File: src/rtl/node_frame_streamer.sv
// Snapshots TOTAL_NODES x/y node positions on request and streams them one word per
// accepted handshake, with frame and dropped-request counters.
module node_frame_streamer #(
  parameter int unsigned TOTAL_NODES = 10
) (
  input  logic                        clk,
  input  logic                        reset,
  input  logic [TOTAL_NODES*32-1:0]   nodes_x,
  input  logic [TOTAL_NODES*32-1:0]   nodes_y,
  input  logic                        frame_req,
  input  logic                        out_ready,
  output logic                        out_valid,
  output logic [31:0]                 out_x,
  output logic [31:0]                 out_y,
  output logic [7:0]                  out_index,
  output logic                        out_last,
  output logic                        busy,
  output logic [15:0]                 frame_count,
  output logic [15:0]                 dropped_count
);

  localparam int unsigned W        = 32;
  localparam int unsigned VW       = TOTAL_NODES * W;
  localparam logic [7:0]  LAST_IDX = 8'(TOTAL_NODES - 1);
  localparam logic [15:0] CNT_MAX  = 16'hFFFF;

  typedef enum logic {IDLE, STREAM} state_t;

  state_t        state, state_n;
  logic [VW-1:0] snap_x, snap_y;
  logic [7:0]    index, index_n;
  logic          snap_load;
  logic          xfer, xfer_last;
  logic          valid_n, last_n;
  logic [W-1:0]  x_n, y_n;
  logic [15:0]   fc_n, dc_n;

  // Next-state, counter and next-output-word selection
  always_comb begin
    state_n   = state;
    index_n   = index;
    snap_load = 1'b0;
    fc_n      = frame_count;
    dc_n      = dropped_count;
    x_n       = '0;
    y_n       = '0;
    xfer      = (state == STREAM) && out_ready;
    xfer_last = xfer && (index == LAST_IDX);

    case (state)
      IDLE: begin
        if (frame_req) begin
          snap_load = 1'b1;
          index_n   = 8'd0;
          state_n   = STREAM;
        end
      end
      STREAM: begin
        if (xfer_last) begin
          fc_n    = (frame_count == CNT_MAX) ? frame_count : frame_count + 16'd1;
          index_n = 8'd0;
          // A request coinciding with the final transfer restarts without a bubble
          if (frame_req) snap_load = 1'b1;
          else           state_n   = IDLE;
        end else begin
          if (frame_req)
            dc_n = (dropped_count == CNT_MAX) ? dropped_count : dropped_count + 16'd1;
          if (xfer)
            index_n = index + 8'd1;
        end
      end
      default: state_n = IDLE;
    endcase

    valid_n = (state_n == STREAM);
    last_n  = valid_n && (index_n == LAST_IDX);

    // Fresh frames read straight from the inputs; otherwise from the snapshot
    if (snap_load) begin
      x_n = nodes_x[W-1:0];
      y_n = nodes_y[W-1:0];
    end else if (valid_n) begin
      x_n = W'(snap_x >> (W * index_n));
      y_n = W'(snap_y >> (W * index_n));
    end
  end

  always_ff @(posedge clk) begin
    if (reset) begin
      state         <= IDLE;
      index         <= 8'd0;
      snap_x        <= '0;
      snap_y        <= '0;
      out_valid     <= 1'b0;
      busy          <= 1'b0;
      out_x         <= '0;
      out_y         <= '0;
      out_index     <= 8'd0;
      out_last      <= 1'b0;
      frame_count   <= 16'd0;
      dropped_count <= 16'd0;
    end else begin
      state         <= state_n;
      index         <= index_n;
      if (snap_load) begin
        snap_x <= nodes_x;
        snap_y <= nodes_y;
      end
      out_valid     <= valid_n;
      busy          <= valid_n;
      out_x         <= x_n;
      out_y         <= y_n;
      out_index     <= index_n;
      out_last      <= last_n;
      frame_count   <= fc_n;
      dropped_count <= dc_n;
    end
  end

endmodule
File: config.mk
export PLATFORM = sky130hd
export DESIGN_NAME = node_frame_streamer
export DESIGN_NICKNAME = d
export VERILOG_FILES = /design/src/rtl/node_frame_streamer.sv
export SDC_FILE = /design/constraint.sdc
export NUM_CORES = 2
export LEC_CHECK = 0
export CORE_AREA = 2 2 291 293
export DETAILED_ROUTE_END_ITERATION = 8
export DIE_AREA = 0 0 293 295
export PLACE_DENSITY = 0.69
export SETUP_SLACK_MARGIN = 0.3
export SYNTH_ARGS = -nofsm -noshare
export SYNTH_HDL_FRONTEND = slang
export SYNTH_SLANG_ARGS = --single-unit
File: constraint.sdc
create_clock -name clk -period 2.9 [get_ports clk]
set_input_delay 0.29 -clock clk [delete_from_list [all_inputs] [get_ports clk]]
set_output_delay 0.29 -clock clk [all_outputs]
set_load 0.05 [all_outputs]
# Yosys cells after proc, flatten, opt, wreduce, memory -nomap -nowiden

Cells that the tools add are included.

Flip-flop bits (word level): 746
Input bits: 644
Output and inout bits: 107
Word-level logic and storage cells: 40

Add/subtract/negate cells: 3
Eq/ne operators: 4
Shift-type cells: 2
Multiplexer cells: 13
Bitwise gates (word level): 4
Reductions and logical operators: 5

Operator list:

| operator              | number |
|---|---|
| $shr 320x13->32       | 2 |
| $mux 32               | 4 |
| $add 16x1->16 const B | 2 |
| $eq 16x16->1 const B  | 2 |
| $mux 8                | 3 |
| $eq 8x4->1 const B    | 2 |
| $pmux 8 s2            | 1 |
| $add 8x1->8 const B   | 1 |
| $not 1->1             | 4 |
| $pmux 1 s2            | 2 |
| $reduce_and 4->1      | 1 |
| $logic_and 1x1->1     | 3 |
| $mux 1                | 3 |
| $reduce_and 3->1      | 1 |

# Longest topological paths before layout

Word-level depth: 7
Depth in mapped cells: 13
Gate-level depth less buffers: 8

# Least setup slack after synthesis

Ideal clock, no wire load.

Path kind: register to register
Start: reg index[1]
End: reg out_x[10]
Library setup time: 0.135 ns
Arrival: 3.093 ns
Data required time: 2.765 ns
Slack: -0.328 ns
Cell stages (with the launch flop): 14
Buffers on the path: 5
Clock period less this slack: 3.228 ns
Cell sequence: dfxtp_1 -> clkbuf_1 -> clkbuf_1 -> inv_1 -> ha_1 -> and3b_1 -> clkbuf_1 -> o21ai_4 -> buf_4 -> buf_2 -> a32oi_1 -> a22oi_1 -> a21oi_1 -> o221ai_2

Cells in the longest elaborated chain, start to end: 7
Elaborated cells between the ends (all ways): 14
Those cells by class: 1 x add/sub; 1 x eq/ne; 1 x shift; 10 x mux; 1 x reduce/logical

Ends and longest elaborated chain:

| what                                               | line   | source |
|---|---|---|
| start, declared                                    | 31     | `logic [7:0] index, index_n;` |
| start signal, assigned                             | 104    | `index <= index_n;` |
| $add 8x1->8 / $eq 8x4->1 (equally long branches)   | 69, 48 |  |
| $mux 8 / $logic_and 1x1->1 (equally long branches) | 68, 48 |  |
| $mux 8                                             | 59     | `if (xfer_last) begin` |
| $pmux 8 s2                                         | 50     | `case (state)` |
| $shr 320x13->32                                    | 83     | `x_n = W'(snap_x >> (W * index_n));` |
| $mux 32                                            | 82     | `end else if (valid_n) begin` |
| $mux 32 *                                          | 79     | `if (snap_load) begin` |
| end signal, assigned                               | 111    | `out_x <= x_n;` |
| end, declared                                      | 13     | `output logic [31:0] out_x,` |

Mark *: on every way between the ends. The rest lies on a longest branch, timed or not.
A chain may end at the register's enable or synchronous reset.

# Final worst setup path

Start: reg index[1]
End: reg out_y[28]

Cells in the longest elaborated chain, start to end: 7
Elaborated cells between the ends (all ways): 14
Those cells by class: 1 x add/sub; 1 x eq/ne; 1 x shift; 10 x mux; 1 x reduce/logical

Ends and longest elaborated chain:

| what                                               | line   | source |
|---|---|---|
| $add 8x1->8 / $eq 8x4->1 (equally long branches)   | 69, 48 |  |
| $mux 8 / $logic_and 1x1->1 (equally long branches) | 68, 48 |  |
| $mux 8                                             | 59     |  |
| $pmux 8 s2                                         | 50     |  |
| $shr 320x13->32                                    | 84     | `y_n = W'(snap_y >> (W * index_n));` |
| $mux 32                                            | 82     |  |
| $mux 32 *                                          | 79     |  |
| end signal, assigned                               | 112    | `out_y <= y_n;` |
| end, declared                                      | 14     | `output logic [31:0] out_y,` |

Marks and branches as above.

==> key figures <==
Min path
  – Worst Hold Endpoint: dropped_count[1]
  – HP Class: in2reg
  – Hold wc startpoint: reset
  – Worst hold stages: 2

Power and ir drop
  – Pint: between 15000 and 20000 uW
  – Comb power frac: between 15 and 20%
  – Clock power share: between 40% and 50%
  – Worst IR Drop VDD: 0.461 mV
  – Leakage power: approximately 0.017 uW
  – PwrDens: 563 mW/mm^2
  – Switching fraction of total power: roughly 27%
  – Seq pwr share: 42.4%
  – Switching pwr: 7270 uW

CTS
  – H-Tree Depth: 3
  – Total CTS buffers: 83
  – CTS tree: built
  – Clock sinks: ~750
  – Hold_buf cts: 0
  – Skew-Pair Late Insertion Delay: 0.64 ns
  – Clk slew on worst S/H paths: 0.06 ns
  – CTS max path bufs: 3
  – Clock Root Buffer: clkbuf_16

STA
  – Max-slew headroom: 30.2%
  – Final Skew: 0.0255 ns
  – Final period util: 89.3%
  – Setup TNS: 0 ns
  – Fmax: 0.386 GHz
  – Final setup vio count: 0
  – Final hold violation count: 0
  – Setup WS post-layout: 0.310 ns
  – Measured slew at the worst slew-check pin: 1.05 ns
  – Tmin final: 2.59 ns
  – RSZ-0062 raised after global routing: yes
  – Fin. max-slew vios: 0

Die
  – Die Width: approximately 290 um
  – Core Box Area: 0.0832 sq mm
  – Initial Util: 40.7%
  – Num rows: 106
  – I/O pins: 751
  – Die area: 0.0864 sq mm
  – Chip Height: ~300 um

Critical path
  – Data arrival time of the worst path: 3.08 ns
  – FF-to-FF path depth: 12
  – RR Endpoint: out_y[28]
  – CP Max Fanout: 24
  – Critical path required time: between 3 and 4 ns
  – Critical path class: reg2reg
  – Setup crit end kind: flop
  – Reg2reg setup slack: 0.31 ns
  – Reg2reg start: index[1]
  – Startpoint types: flop

Global routing
  – First-pass GRT wire length: 213000 um
  – All-Layer GR Usage: 32.5%
  – Initial antenna violation count: 44
  – Pin count of the biggest net entering global routing: 220
  – Vias in the first global route: between 30000 and 40000
  – GRT overflow: 0

Outcome
  – Status: completed

Place
  – Worst slack at placement: -0.0345 ns
  – PortBufs: 750
  – Dpl cells: 5975
  – Gp weighted congestion: 0.931
  – DPL Wire Length: 105000 um

Yosys
  – Yosys warnings: 0
  – Yosys reg bits: 746
  – FFs w/ async S/R, synth: 0%
  – Synth Area per Inst: approximately 7.7 sq um
  – Seq/Total Area, Yosys: 44.1%
  – Mapped Cells: roughly 4400
  – Syn_nets: 5050
  – Netlist Area Pre-Place: 0.0339 sq mm
  – Main synth FF type: dfxtp_1
  – Post-synth EDFFs: 0
  – Synth cell types: 65

Finish
  – Nets@finish: 5648
  – Share of layout cells above drive strength 1: 9.50%
  – Most common library cell in the layout ignoring fill and taps: nand2_1
  – Commonest non-fill, non-tap cells in the layout: 1345 x nand2_1, 749 x clkdlybuf4s50_1, 743 x dfxtp_1
  – Post-Layout Cell Count: 6173
  – Fillers: 7648
  – Synth-to-layout area growth: 38.7%

Route
  – Initial drt markers: 3659
  – Via/cell ratio: 5.88
  – Final Routed Wirelength: 151000 um
  – Final antenna-violating net count: 0
  – DRC viols: 0
  – Via count: 36300
  – Router iterations before antenna repair: 5
  – Wire length per cell: 24.5 um

Job
  – Max-Cap Viols: 0
[layer usage]
metal  global-route usage, %  vias up  part of all wire [%]
met1                    43.6    17400                    41
met4                    14.6       30                   4.2
met2                    48.4     1856                    44
met3                    9.21      310                    11
li1                        -    16800                     -
met5                       0        -                  0.13
[layout make-up]
class | count | area [sq um] | share of cell area (%)
antenna | 28 | 70.1 | 0.149
clock buffer | 112 | 2390 | 5.08
clock inverter | 38 | 417 | 0.887
inverter | 4 | 15.0 | 0.0320
multi-input combinational | 3193 | 17600 | 37.4
sequential | 746 | 14900 | 31.8
tap | 1080 | 1350 | 2.88
timing repair buffer | 972 | 10200 | 21.8
[registers in the layout, summed over array words and instances, names as in the netlist]
signal         count
snap_x           320
snap_y           320
out_x             32
out_y             32
dropped_count     16
frame_count       16
index              8
out_last           1
state              1
[synth_stat cells (all sizes together), types with 2 or more instances]
cell type	n	area share (%)
xnor2	8	0.21
buf	122	1.9
clkbuf	337	3.7
or3	4	0.074
inv	4	0.044
or3b	2	0.052
a22oi	64	1.4
nor4	6	0.17
and3	72	1.3
nor2	44	0.51
dfxtp	746	44
a21oi	727	11
a21boi	64	1.4
nand4	16	0.30
o211a	63	1.9
a221oi	63	1.6
nor2b	3	0.055
a32oi	126	3.3
nand2	1350	15
nand2b	2	0.037
o21ai	230	3.4
nor3	7	0.18
and2	17	0.31
a311oi	63	1.6
o311a	2	0.059
and4	3	0.078
nand3b	3	0.078
and3b	2	0.052
xor2	21	0.54
o221ai	49	1.5
mux2i	52	1.5
a2111o	2	0.067
ha	4	0.15
a31oi	17	0.31
o311ai	2	0.052
a211oi	68	1.5
nand3	26	0.38
[metrics by stage]
step	utilization (%)	area (sq um)	hold WS [ns]	power (uW)
after global routing	56.5	47000	0.0825	27300
after floorplan	-	33900	0.406	13300
after global placement	52.0	43200	0.439	15400
after detailed placement	52.0	43200	0.444	15400
final	56.5	47000	0.0637	26400
after CTS	55.5	46200	0.0529	26300
[how the worst max path moves through the flow]
stage	from	end	depth (start not counted)
CTS	state	out_y[30]	8
finish	index[1]	out_y[28]	12
global placement	out_ready	out_y[27]	11
global route	index[1]	out_y[25]	12
detailed placement	frame_req	out_x[13]	9
floorplan	index[1]	snap_x[0]	12
[critical path, stage by stage (launching register included)]
cell	delay [ns]
dfxtp_4	0.34
inv_1	0.05
ha_2	0.27
and3b_4	0.34
o21ai_4	0.07
buf_4	0.15
buf_12	0.14
clkbuf_16	0.20
a311oi_1	0.28
a22oi_1	0.13
buf_4	0.19
a21oi_2	0.16
o221ai_1	0.13
[logic make-up (layout without fill, tap and decap cells)]
group / Yosys count / after routing / share of synthesized area, %
AOI/OAI and AO/OA: 1545 / 1545 / 29.0
muxes: 53 / 53 / 1.57
adders and majority gates: 4 / 4 / 0.148
buffers and inverters: 463 / 1126 / 5.69
other: 0 / 28 / 0
xor gates and xnor gates: 29 / 29 / 0.750
DFF: 746 / 746 / 44.1
and+or+nand+nor: 1562 / 1562 / 18.7
[repair_timing]
item	4_1_cts	5_1_grt
setup endpoints to repair	60	452
pin swaps	4	13
resized for setup	11	97
buffers inserted	5	6
hold endpoints to repair	0	0
cloned	1	8
[power groups by stage]
stage	Sequential, uW	Clock [uW]	Combinational (uW)
detailed placement	11400	0	4050
finish	11200	11000	4270
global route	11200	11500	4550
CTS	11200	11100	4080
global placement	11400	0	4020
floorplan	11400	0	1810
No activity file was read; power rests on OpenSTA's default activity.
